--- config.mk ---
export PLATFORM = sky130hd
export DESIGN_NAME = fifo_mch_sig
export DESIGN_NICKNAME = d
export VERILOG_FILES = /design/src/rtl/fifo_sig_pkg.sv /design/src/rtl/fifo_ch_ctrl.sv /design/src/rtl/fifo_mch_sig.sv
export SDC_FILE = /design/constraint.sdc
export NUM_CORES = 1
export LEC_CHECK = 0
export ABC_CLOCK_PERIOD_IN_PS = 5300
export CORE_UTILIZATION = 60
export CTS_CLUSTER_DIAMETER = 40
export DETAILED_ROUTE_END_ITERATION = 8
export DONT_BUFFER_PORTS = 1
export PLACE_DENSITY = 0.81
export SYNTH_ARGS = -nofsm -noshare
export SYNTH_HDL_FRONTEND = slang
export SYNTH_SLANG_ARGS = --single-unit
--- constraint.sdc ---
create_clock -name clk -period 5.3 [get_ports clk]
set_input_delay 0.53 -clock clk [delete_from_list [all_inputs] [get_ports clk]]
set_output_delay 0.53 -clock clk [all_outputs]
set_load 0.005 [all_outputs]
--- src/rtl/fifo_sig_pkg.sv ---
// Shared constants, typedefs and helpers for the multi-channel runtime-configured FIFO.
package fifo_sig_pkg;

    // Bit n set means n is a legal runtime depth (2, 4, 8).
    localparam logic [15:0] DEPTH_LEGAL = 16'h0114;
    localparam int unsigned DEPTH_MAX   = 8;
    localparam int unsigned WIDTH_MIN   = 8;
    localparam int unsigned WIDTH_MAX   = 11;
    localparam int unsigned CH_MAX      = 8;

    localparam int unsigned PTR_W = $clog2(DEPTH_MAX);
    localparam int unsigned CNT_W = $clog2(DEPTH_MAX + 1);
    localparam int unsigned CH_W  = $clog2(CH_MAX);

    typedef logic [CH_W-1:0]  ch_idx_t;
    typedef logic [PTR_W-1:0] ptr_t;
    typedef logic [CNT_W-1:0] cnt_t;

    // Ones in the low 'width' bits; upper bits of a stored word are forced to zero.
    function automatic logic [WIDTH_MAX-1:0] width_mask(input logic [3:0] width);
        logic [WIDTH_MAX-1:0] mask;
        mask = '0;
        for (int unsigned i = 0; i < WIDTH_MAX; i++) begin
            mask[i] = (i < 32'(width));
        end
        return mask;
    endfunction

endpackage

--- src/rtl/fifo_ch_ctrl.sv ---
// Per-channel pointer, count, flag and sticky-error bookkeeping for one FIFO channel.
module fifo_ch_ctrl
    import fifo_sig_pkg::*;
(
    input  logic             clk,
    input  logic             rstn,
    input  logic             push_en,
    input  logic             pop_en,
    input  logic             err_clr,
    input  logic [3:0]       sig_FIFO_DEPTH,
    input  logic [3:0]       sig_AFULL_THR,
    output logic [PTR_W-1:0] wr_ptr,
    output logic [PTR_W-1:0] rd_ptr,
    output logic             push_ok_c,
    output logic             pop_ok_c,
    output logic             empty_c,
    output logic             full_c,
    output logic             afull_c,
    output logic             ovf_err,
    output logic             udf_err
);

    cnt_t count;
    cnt_t count_nxt;
    ptr_t wr_ptr_nxt;
    ptr_t rd_ptr_nxt;
    ptr_t last_ptr;
    logic ovf_nxt;
    logic udf_nxt;

    function automatic ptr_t wrap_inc(input ptr_t p, input ptr_t last);
        return (p == last) ? '0 : p + ptr_t'(1);
    endfunction

    assign last_ptr  = ptr_t'(sig_FIFO_DEPTH - 4'd1);
    assign empty_c   = (count == '0);
    assign full_c    = (count == cnt_t'(sig_FIFO_DEPTH));
    assign afull_c   = (count >= cnt_t'(sig_AFULL_THR));
    assign pop_ok_c  = pop_en && !empty_c;
    // A pop in the same cycle frees the slot a full channel needs.
    assign push_ok_c = push_en && (!full_c || pop_ok_c);

    // Next-state for count, pointers and sticky errors; clear wins over set.
    always_comb begin
        count_nxt  = count;
        wr_ptr_nxt = wr_ptr;
        rd_ptr_nxt = rd_ptr;
        ovf_nxt    = ovf_err;
        udf_nxt    = udf_err;
        if (push_ok_c && !pop_ok_c) begin
            count_nxt = count + cnt_t'(1);
        end else if (!push_ok_c && pop_ok_c) begin
            count_nxt = count - cnt_t'(1);
        end
        if (push_ok_c) begin
            wr_ptr_nxt = wrap_inc(wr_ptr, last_ptr);
        end
        if (pop_ok_c) begin
            rd_ptr_nxt = wrap_inc(rd_ptr, last_ptr);
        end
        if (push_en && !push_ok_c) begin
            ovf_nxt = 1'b1;
        end
        if (pop_en && empty_c) begin
            udf_nxt = 1'b1;
        end
        if (err_clr) begin
            ovf_nxt = 1'b0;
            udf_nxt = 1'b0;
        end
    end

    always_ff @(posedge clk or negedge rstn) begin
        if (!rstn) begin
            count   <= '0;
            wr_ptr  <= '0;
            rd_ptr  <= '0;
            ovf_err <= 1'b0;
            udf_err <= 1'b0;
        end else begin
            count   <= count_nxt;
            wr_ptr  <= wr_ptr_nxt;
            rd_ptr  <= rd_ptr_nxt;
            ovf_err <= ovf_nxt;
            udf_err <= udf_nxt;
        end
    end

endmodule

--- src/rtl/fifo_mch_sig.sv ---
// NUM_CH independent runtime-sized FIFOs behind one shared push port and one registered pop port.
module fifo_mch_sig
    import fifo_sig_pkg::*;
#(
    parameter int unsigned max_FIFO_DEPTH = 8,
    parameter int unsigned max_FIFO_WIDTH = 11,
    parameter int unsigned NUM_CH         = 4
) (
    input  logic                        clk,
    input  logic                        rstn,
    input  logic                        push,
    input  logic [$clog2(NUM_CH)-1:0]   push_ch,
    input  logic [max_FIFO_WIDTH-1:0]   push_data,
    input  logic                        pop,
    input  logic [$clog2(NUM_CH)-1:0]   pop_ch,
    output logic [max_FIFO_WIDTH-1:0]   pop_data,
    output logic                        pop_valid,
    output logic [NUM_CH-1:0]           empty,
    output logic [NUM_CH-1:0]           full,
    output logic [NUM_CH-1:0]           afull,
    output logic [NUM_CH-1:0]           ovf_err,
    output logic [NUM_CH-1:0]           udf_err,
    input  logic                        err_clr,
    input  logic [3:0]                  sig_FIFO_DEPTH,
    input  logic [3:0]                  sig_FIFO_WIDTH,
    input  logic [3:0]                  sig_AFULL_THR
);

    localparam int unsigned W = max_FIFO_WIDTH;

    logic [W-1:0]      mem [NUM_CH][max_FIFO_DEPTH];
    ptr_t              wr_ptr [NUM_CH];
    ptr_t              rd_ptr [NUM_CH];
    logic [NUM_CH-1:0] push_ok;
    logic [NUM_CH-1:0] pop_ok;
    logic [W-1:0]      wmask;
    ch_idx_t           push_idx;
    ch_idx_t           pop_idx;

    assign wmask    = W'(width_mask(sig_FIFO_WIDTH));
    assign push_idx = ch_idx_t'(push_ch);
    assign pop_idx  = ch_idx_t'(pop_ch);

    for (genvar c = 0; c < NUM_CH; c++) begin : g_ch
        fifo_ch_ctrl u_ctrl (
            .clk            (clk),
            .rstn           (rstn),
            .push_en        (push && (push_idx == ch_idx_t'(c))),
            .pop_en         (pop && (pop_idx == ch_idx_t'(c))),
            .err_clr        (err_clr),
            .sig_FIFO_DEPTH (sig_FIFO_DEPTH),
            .sig_AFULL_THR  (sig_AFULL_THR),
            .wr_ptr         (wr_ptr[c]),
            .rd_ptr         (rd_ptr[c]),
            .push_ok_c      (push_ok[c]),
            .pop_ok_c       (pop_ok[c]),
            .empty_c        (empty[c]),
            .full_c         (full[c]),
            .afull_c        (afull[c]),
            .ovf_err        (ovf_err[c]),
            .udf_err        (udf_err[c])
        );
    end

    // Storage needs no reset: contents are only observable through accepted pops.
    always_ff @(posedge clk) begin
        if (|push_ok) begin
            mem[push_ch][wr_ptr[push_ch]] <= push_data & wmask;
        end
    end

    // Read data register; the old word is read even when a same-cycle push overwrites its slot.
    always_ff @(posedge clk or negedge rstn) begin
        if (!rstn) begin
            pop_valid <= 1'b0;
            pop_data  <= '0;
        end else begin
            pop_valid <= |pop_ok;
            if (|pop_ok) begin
                pop_data <= mem[pop_ch][rd_ptr[pop_ch]];
            end
        end
    end

    // Runtime configuration must be legal and static while out of reset.
    a_cfg_legal: assume property (@(posedge clk) disable iff (!rstn)
        DEPTH_LEGAL[sig_FIFO_DEPTH] && (32'(sig_FIFO_DEPTH) <= max_FIFO_DEPTH) &&
        (sig_FIFO_WIDTH >= 4'(WIDTH_MIN)) && (32'(sig_FIFO_WIDTH) <= max_FIFO_WIDTH) &&
        (sig_AFULL_THR != 4'd0) && (sig_AFULL_THR <= sig_FIFO_DEPTH));

    a_cfg_stable: assume property (@(posedge clk) disable iff (!rstn)
        $stable(sig_FIFO_DEPTH) && $stable(sig_FIFO_WIDTH) && $stable(sig_AFULL_THR));

endmodule

**Word level (Yosys, flattened, before mapping)**

Memories as Yosys holds them, arrays and structs flattened.
Index checks and enable logic that the tools add are counted.

- Register bits after elaboration: 60
- Memory bits (writable): 352
- Bits of input ports: 32
- Output and inout bits: 32
- Logic and storage cells: 201
- Memories kept: 1

Memories:

| memory | depth | width | read ports | clocked after memory_dff | wr ports | line | source |
|---|---|---|---|---|---|---|---|
| mem | 4 | 88 | 1 | 0 | 1 | fifo_mch_sig.sv:31 | `logic [W-1:0] mem [NUM_CH][max_FIFO_DEPTH];` |

- Add/subtract/negate cells: 17
- Magnitude comparators: 20
- Equal/unequal tests: 18
- Multiplexer cells: 45
- Bitwise operators: 5
- Reduce and logical (&&, ||, !) cells: 73

Operator list:

| cell | count |
|---|---|
| two-way mux 88 bit | 1 |
| two-way mux 3 bit | 12 |
| binary-select mux 11 bit (select 3 bit) | 1 |
| demux 11 bit (select 3 bit) | 1 |
| logical AND 1 bit | 33 |
| two-way mux 11 bit | 3 |
| two-way mux 4 bit | 8 |
| adder 3 x 1 -> 3 bit (second input constant) | 8 |
| == test 3 bit | 8 |
| nonzero test 2 bit | 12 |
| two-way mux 1 bit | 17 |
| adder 4 x 1 -> 4 bit (second input constant) | 4 |
| == test 4 bit | 4 |
| greater-or-equal comparator 4 bit | 4 |
| zero test 1 bit | 16 |
| zero test 4 bit | 4 |
| less-than comparator 3 x 4 -> 1 bit (first input constant) | 4 |
| subtractor 4 x 1 -> 4 bit (second input constant) | 4 |
| binary-select mux 3 bit (select 2 bit) | 2 |
| less-than comparator 4 bit (first input constant) | 3 |
| bitwise AND 11 bit | 1 |
| == test 2 bit (second input constant) | 4 |
| greater-or-equal comparator 4 bit (second input constant) | 2 |
| less-than comparator 1 x 4 -> 1 bit (first input constant) | 2 |
| other kinds (10) | 20 |

**Longest topological paths before layout**

- Depth after elaboration: 10
- Depth in mapped cells: 13
- Gate-level depth less buffers: 12

**Hierarchy**

A second synthesis with hierarchy kept.

- Cells, all modules: 1021
- Area total of the unflattened synthesis: 18193.7 sq um

Modules (own cells, without submodules):

| module | instances | cells an instance | area an instance (sq um) |
|---|---|---|---|
| fifo_mch_sig | 1 | 669 | 14585.2 |
| fifo_ch_ctrl | 4 | 88 | 902.1 |

**Least setup slack after synthesis**

OpenSTA, ideal clock, no wires.

- Kind: input-to-reg
- Start point: in pop_ch[0]
- End point: mem mem[3][0] in the netlist's numbering (enable)
- Setup time: 0.393 ns
- Data arrival time: 2.684 ns
- Setup slack: 2.223 ns
- Stages on the path: 8
- Path buffers: 2
- Cells stage by stage: buf_2 > nor3b_1 > nor2b_4 > inv_2 > a21oi_4 > o41ai_4 > buf_6 > nor3_1

- Word-level cells in the longest chain between the ends: 8
- Elaborated cells between the ends (all ways): 23
- Classes of those cells: eq/ne: 3; mux: 2; reduce/logical: 18

RTL lines:

| what | line | source |
|---|---|---|
| from (decl) | fifo_mch_sig.sv:15 | `input logic [$clog2(NUM_CH)-1:0] pop_ch,` |
| zero test 3 bit | fifo_mch_sig.sv:49 | `.pop_en (pop && (pop_idx == ch_idx_t'(c))),` |
| logical AND 1 bit | fifo_mch_sig.sv:49 |  |
| logical AND 1 bit | fifo_ch_ctrl.sv:39 | `assign pop_ok_c = pop_en && !empty_c;` |
| logical OR 1 bit | fifo_ch_ctrl.sv:41 | `assign push_ok_c = push_en && (!full_c \|\| pop_ok_c);` |
| logical AND 1 bit | fifo_ch_ctrl.sv:41 |  |
| via g_ch[0].u_ctrl.push_ok_c | fifo_ch_ctrl.sv:14 | `output logic push_ok_c,` |
| OR reduction 4 bit | fifo_mch_sig.sv:67 | `if (\|push_ok) begin` |
| two-way mux 1 bit | fifo_mch_sig.sv:67 |  |
| two-way mux 88 bit (implied by the code) | fifo_mch_sig.sv:68 | `mem[push_ch][wr_ptr[push_ch]] <= push_data & wmask;` |
| to (decl) | fifo_mch_sig.sv:31 |  |

The timed path passes the listed nets, and every way through them passes these cells.

**Worst setup path in the final report**

- Start point: reg g_ch[3].u_ctrl.count[1]
- End point: mem mem[1][27] in the netlist's numbering (enable)

- Elaborated cells between the ends (all ways): 10
- Classes of those cells: eq/ne: 1; mux: 2; reduce/logical: 7

RTL lines:

| what | line | source |
|---|---|---|
| from (decl) | fifo_ch_ctrl.sv:23 | `cnt_t count;` |
| from (signal assigned) | fifo_ch_ctrl.sv:81 | `count <= count_nxt;` |
| == test 4 bit | fifo_ch_ctrl.sv:37 | `assign full_c = (count == cnt_t'(sig_FIFO_DEPTH));` |
| via full[3] | fifo_mch_sig.sv:19 | `output logic [NUM_CH-1:0] full,` |
| zero test 1 bit | fifo_ch_ctrl.sv:41 |  |
| logical OR 1 bit | fifo_ch_ctrl.sv:41 |  |
| logical AND 1 bit | fifo_ch_ctrl.sv:41 |  |
| via g_ch[3].u_ctrl.push_ok_c | fifo_ch_ctrl.sv:14 |  |
| OR reduction 4 bit | fifo_mch_sig.sv:67 |  |
| two-way mux 1 bit | fifo_mch_sig.sv:67 |  |
| two-way mux 88 bit (implied by the code) | fifo_mch_sig.sv:68 |  |

The timed path passes the listed nets, and every way through them passes these cells.

==> flow_summary.ini <==
[floorplanning]
die_width_um = 176.5
fp.dieH_um = 176.5
die_area_mm2 = 0.03115
io_pins = 64
start_util = 0.6130
core_area_mm2 = 0.02980
std_cell_rows = 63

[route]
vias = 9544
avgViaCountPerCell = 6.515
drt_pass1_iterations = 5
ant_nets = 0
post_drt_wl_per_cell_um = 27.31
routed_wl_um = 40010
drt-initial-drc-count = 982
drc_errors = 0

[pwr]
p_leak_nw = 6.811
swShare = 0.2957
power_density_mw_per_mm2 = 467.7
pwr-share-comb = 0.199
p_int_mw = 6.654
peakVddDrop_mv = 0.3296
switchingPower_mw = 2.794
pwr-share-seq = 0.442
p_clk_frac = 0.359

[timing]
setup_viol = 0
finalMaxSlewViolations = 0
max_slew_margin = 0.1578
max_freq_mhz = 307.2
setup_tns_ps = 0
skew_ps = 24.07
worst_hold_slack_ps = 39.83
min_period_over_period = 0.6142
rsz0062_at_grt = no
hold_viol = 0
period_minus_slack_ps = 3255
worstMarginPinSlew_ps = 1259

[critical_path]
crit_slowest_cell = o41ai_4
worstPathArrival_ps = 3450
slowest_delay_ps = 1150
required_ps = 5490
cpLargestDelayFamily = compound AO/OA/AOI/OAI gates
path_cells = xor2_2 > nor4_4 > a21boi_4 > o41ai_4 > nor3_2
rr_startpoint = g_ch[3].u_ctrl.count[1]
crit_path_end_kind = flop
path_buf_inv = 0
reg2reg_slack_ps = 2040
reg2reg_depth = 5
worstSetupPathType = reg2reg
rr_endpoint = mem[1][27]
critical_path.max_fanout = 16
critPathLaunchType = flop

[cells_and_area]
fin_util = 0.6780
antenna_cells = 0
drive_gt1_frac = 0.2363
final_common_cell = edfxtp_1
nets = 1106
fill_cells = 1887
area_growth_pct = 10.60
mostFrequentLayoutCells = edfxtp_1, mux4_2, dfrtp_1

[synth]
ys_ff_latch = 412
synthesis.nets = 1098
yosysSeqAreaShare = 0.6609
yosysTopAreaCell = edfxtp_1
synth_top_area_frac = 0.5787
synthFlopType = edfxtp_1
async_flop_share = 0.1456
synth_cell_types = 60
synthesis.area_mm2 = 0.01827
syn_area_per_cell_um2 = 17.82
synth.area.top_cells = edfxtp_1, mux4_2, dfrtp_1
synth_edf_count = 352
syn_inst = 1025
ys_warn_count = 0

[clocking]
cts-htree-levels = 2
cts_resized = 0
cts_sinks = 412
root_buffer = clkbuf_16
cts_tree = built
clkLatencyLatePin_ps = 560
clock_path_buffers = 3
clk_pin_slew_ps = 60
numCtsBuffers = 50

[global_routing]
antenna_found_initial = 1
grt_max_degree = 98
grt_pass1_vias = 9698
grt_use_total = 0.2680
overflow = 0
grt_pass1_wl_um = 60640

[hold_path]
hp-class = in2reg
worstHoldStart = err_clr
min_to = g_ch[1].u_ctrl.udf_err
whs_path_depth = 1

[placed_design]
hpwl_um = 23660
gp_congestion = 0.8406
port-buffer-count = 0

[run]
max_cap_violations = 0

[status]
status = complete, no violations
what timing repair did:
| action | in CTS | in global routing |
|---|---|---|
| hold buffers | 2 | 0 |
| setup endpoints to repair | 0 | 0 |
| buffers inserted | 0 | 0 |
| endpoints found under the hold margin | 60 | 0 |
layout make-up:
cell class	instances	area [µm²]	share of cell area
Sequential cell	412	12070	0.5975
Tap cell	390	488.0	0.02415
Clock inverter	28	280.3	0.01387
Timing Repair Buffer	28	232.7	0.01152
Multi-Input combinational cell	513	5619	0.2781
Inverter	28	105.1	0.005203
Clock buffer	66	1405	0.06955
state kept, by name, summed over array words and instances (netlist names):
name                 count
pop_valid                1
g_ch.u_ctrl.rd_ptr      12
pop_data                11
g_ch.u_ctrl.count       16
g_ch.u_ctrl.ovf_err      4
mem                    352
g_ch.u_ctrl.udf_err      4
g_ch.u_ctrl.wr_ptr      12
cell families (layout without fill, tap and decap cells):
family          Yosys count  in the layout  share of synthesized area
buf+inv                 100            150                    0.03206
flops                   412            412                     0.6609
fa+ha+maj                41             41                    0.02973
simple gates            161            161                    0.06048
mux                     129            129                     0.1360
xor+xnor                 57             57                    0.02815
compound gates          125            125                    0.05274
cell usage after synthesis, types with 8 or more instances:
master,number
buf_4,27
buf_1,8
nand2b_1,18
edfxtp_1,352
a221o_1,10
xnor2_1,36
mux4_2,91
nor3_1,18
a211oi_1,31
nor2_1,15
nor4_4,8
clkbuf_1,8
mux2i_1,31
buf_2,20
nor3_2,18
o21ai_0,24
inv_1,25
nor2b_1,30
a21oi_1,24
ha_1,37
dfrtp_1,60
nand2_1,26
xor2_1,19
layer usage:
| layer | up-vias | track usage | wire (µm) |
|---|---|---|---|
| met5 | - | 0 | 14 |
| met4 | 2 | 0.09698 | 1289 |
| met3 | 90 | 0.05556 | 3258 |
| met2 | 442 | 0.4371 | 20030 |
| met1 | 4937 | 0.3596 | 15410 |
| li1 | 4073 | - | - |
worst reg2reg max path, stage by stage, from the launching register on:
cell and delay, ps:
dfrtp_1 490, xor2_2 230, nor4_4 450, a21boi_4 180, o41ai_4 1150, nor3_2 400
power by group through the flow:
stage,clock [mW],sequential (mW),combinational [mW]
after floorplan,0,4.12,1.52
after global placement,0,4.22,1.76
after detailed placement,0,4.23,1.82
after CTS,3.43,4.17,1.87
after global routing,3.56,4.21,2.05
final,3.39,4.17,1.88
per-stage QoR:
| step | total power [mW] | instance area [µm²] | worst slack [ps] | cells |
|---|---|---|---|---|
| floorplan | 5.640 | 18270 | 2223 | 1025 |
| global placement | 5.979 | 18480 | 2131 | 1369 |
| detailed placement | 6.055 | 18480 | 2064 | 1369 |
| CTS | 9.473 | 20200 | 2035 | 1465 |
| global route | 9.817 | 20200 | 1828 | 1465 |
| finish | 9.448 | 20200 | 2045 | 1465 |
worst max-delay path by stage:
stage | startpoint | to | depth (start not counted)
floorplan | pop_ch[0] | mem[3][0] | 8
global placement | g_ch[3].u_ctrl.count[1] | mem[1][24] | 5
detailed placement | pop_ch[1] | mem[0][12] | 7
CTS | g_ch[3].u_ctrl.count[1] | mem[1][27] | 5
global route | g_ch[3].u_ctrl.count[1] | mem[1][27] | 5
finish | g_ch[3].u_ctrl.count[1] | mem[1][27] | 5
(Power assumes the default switching activity.)
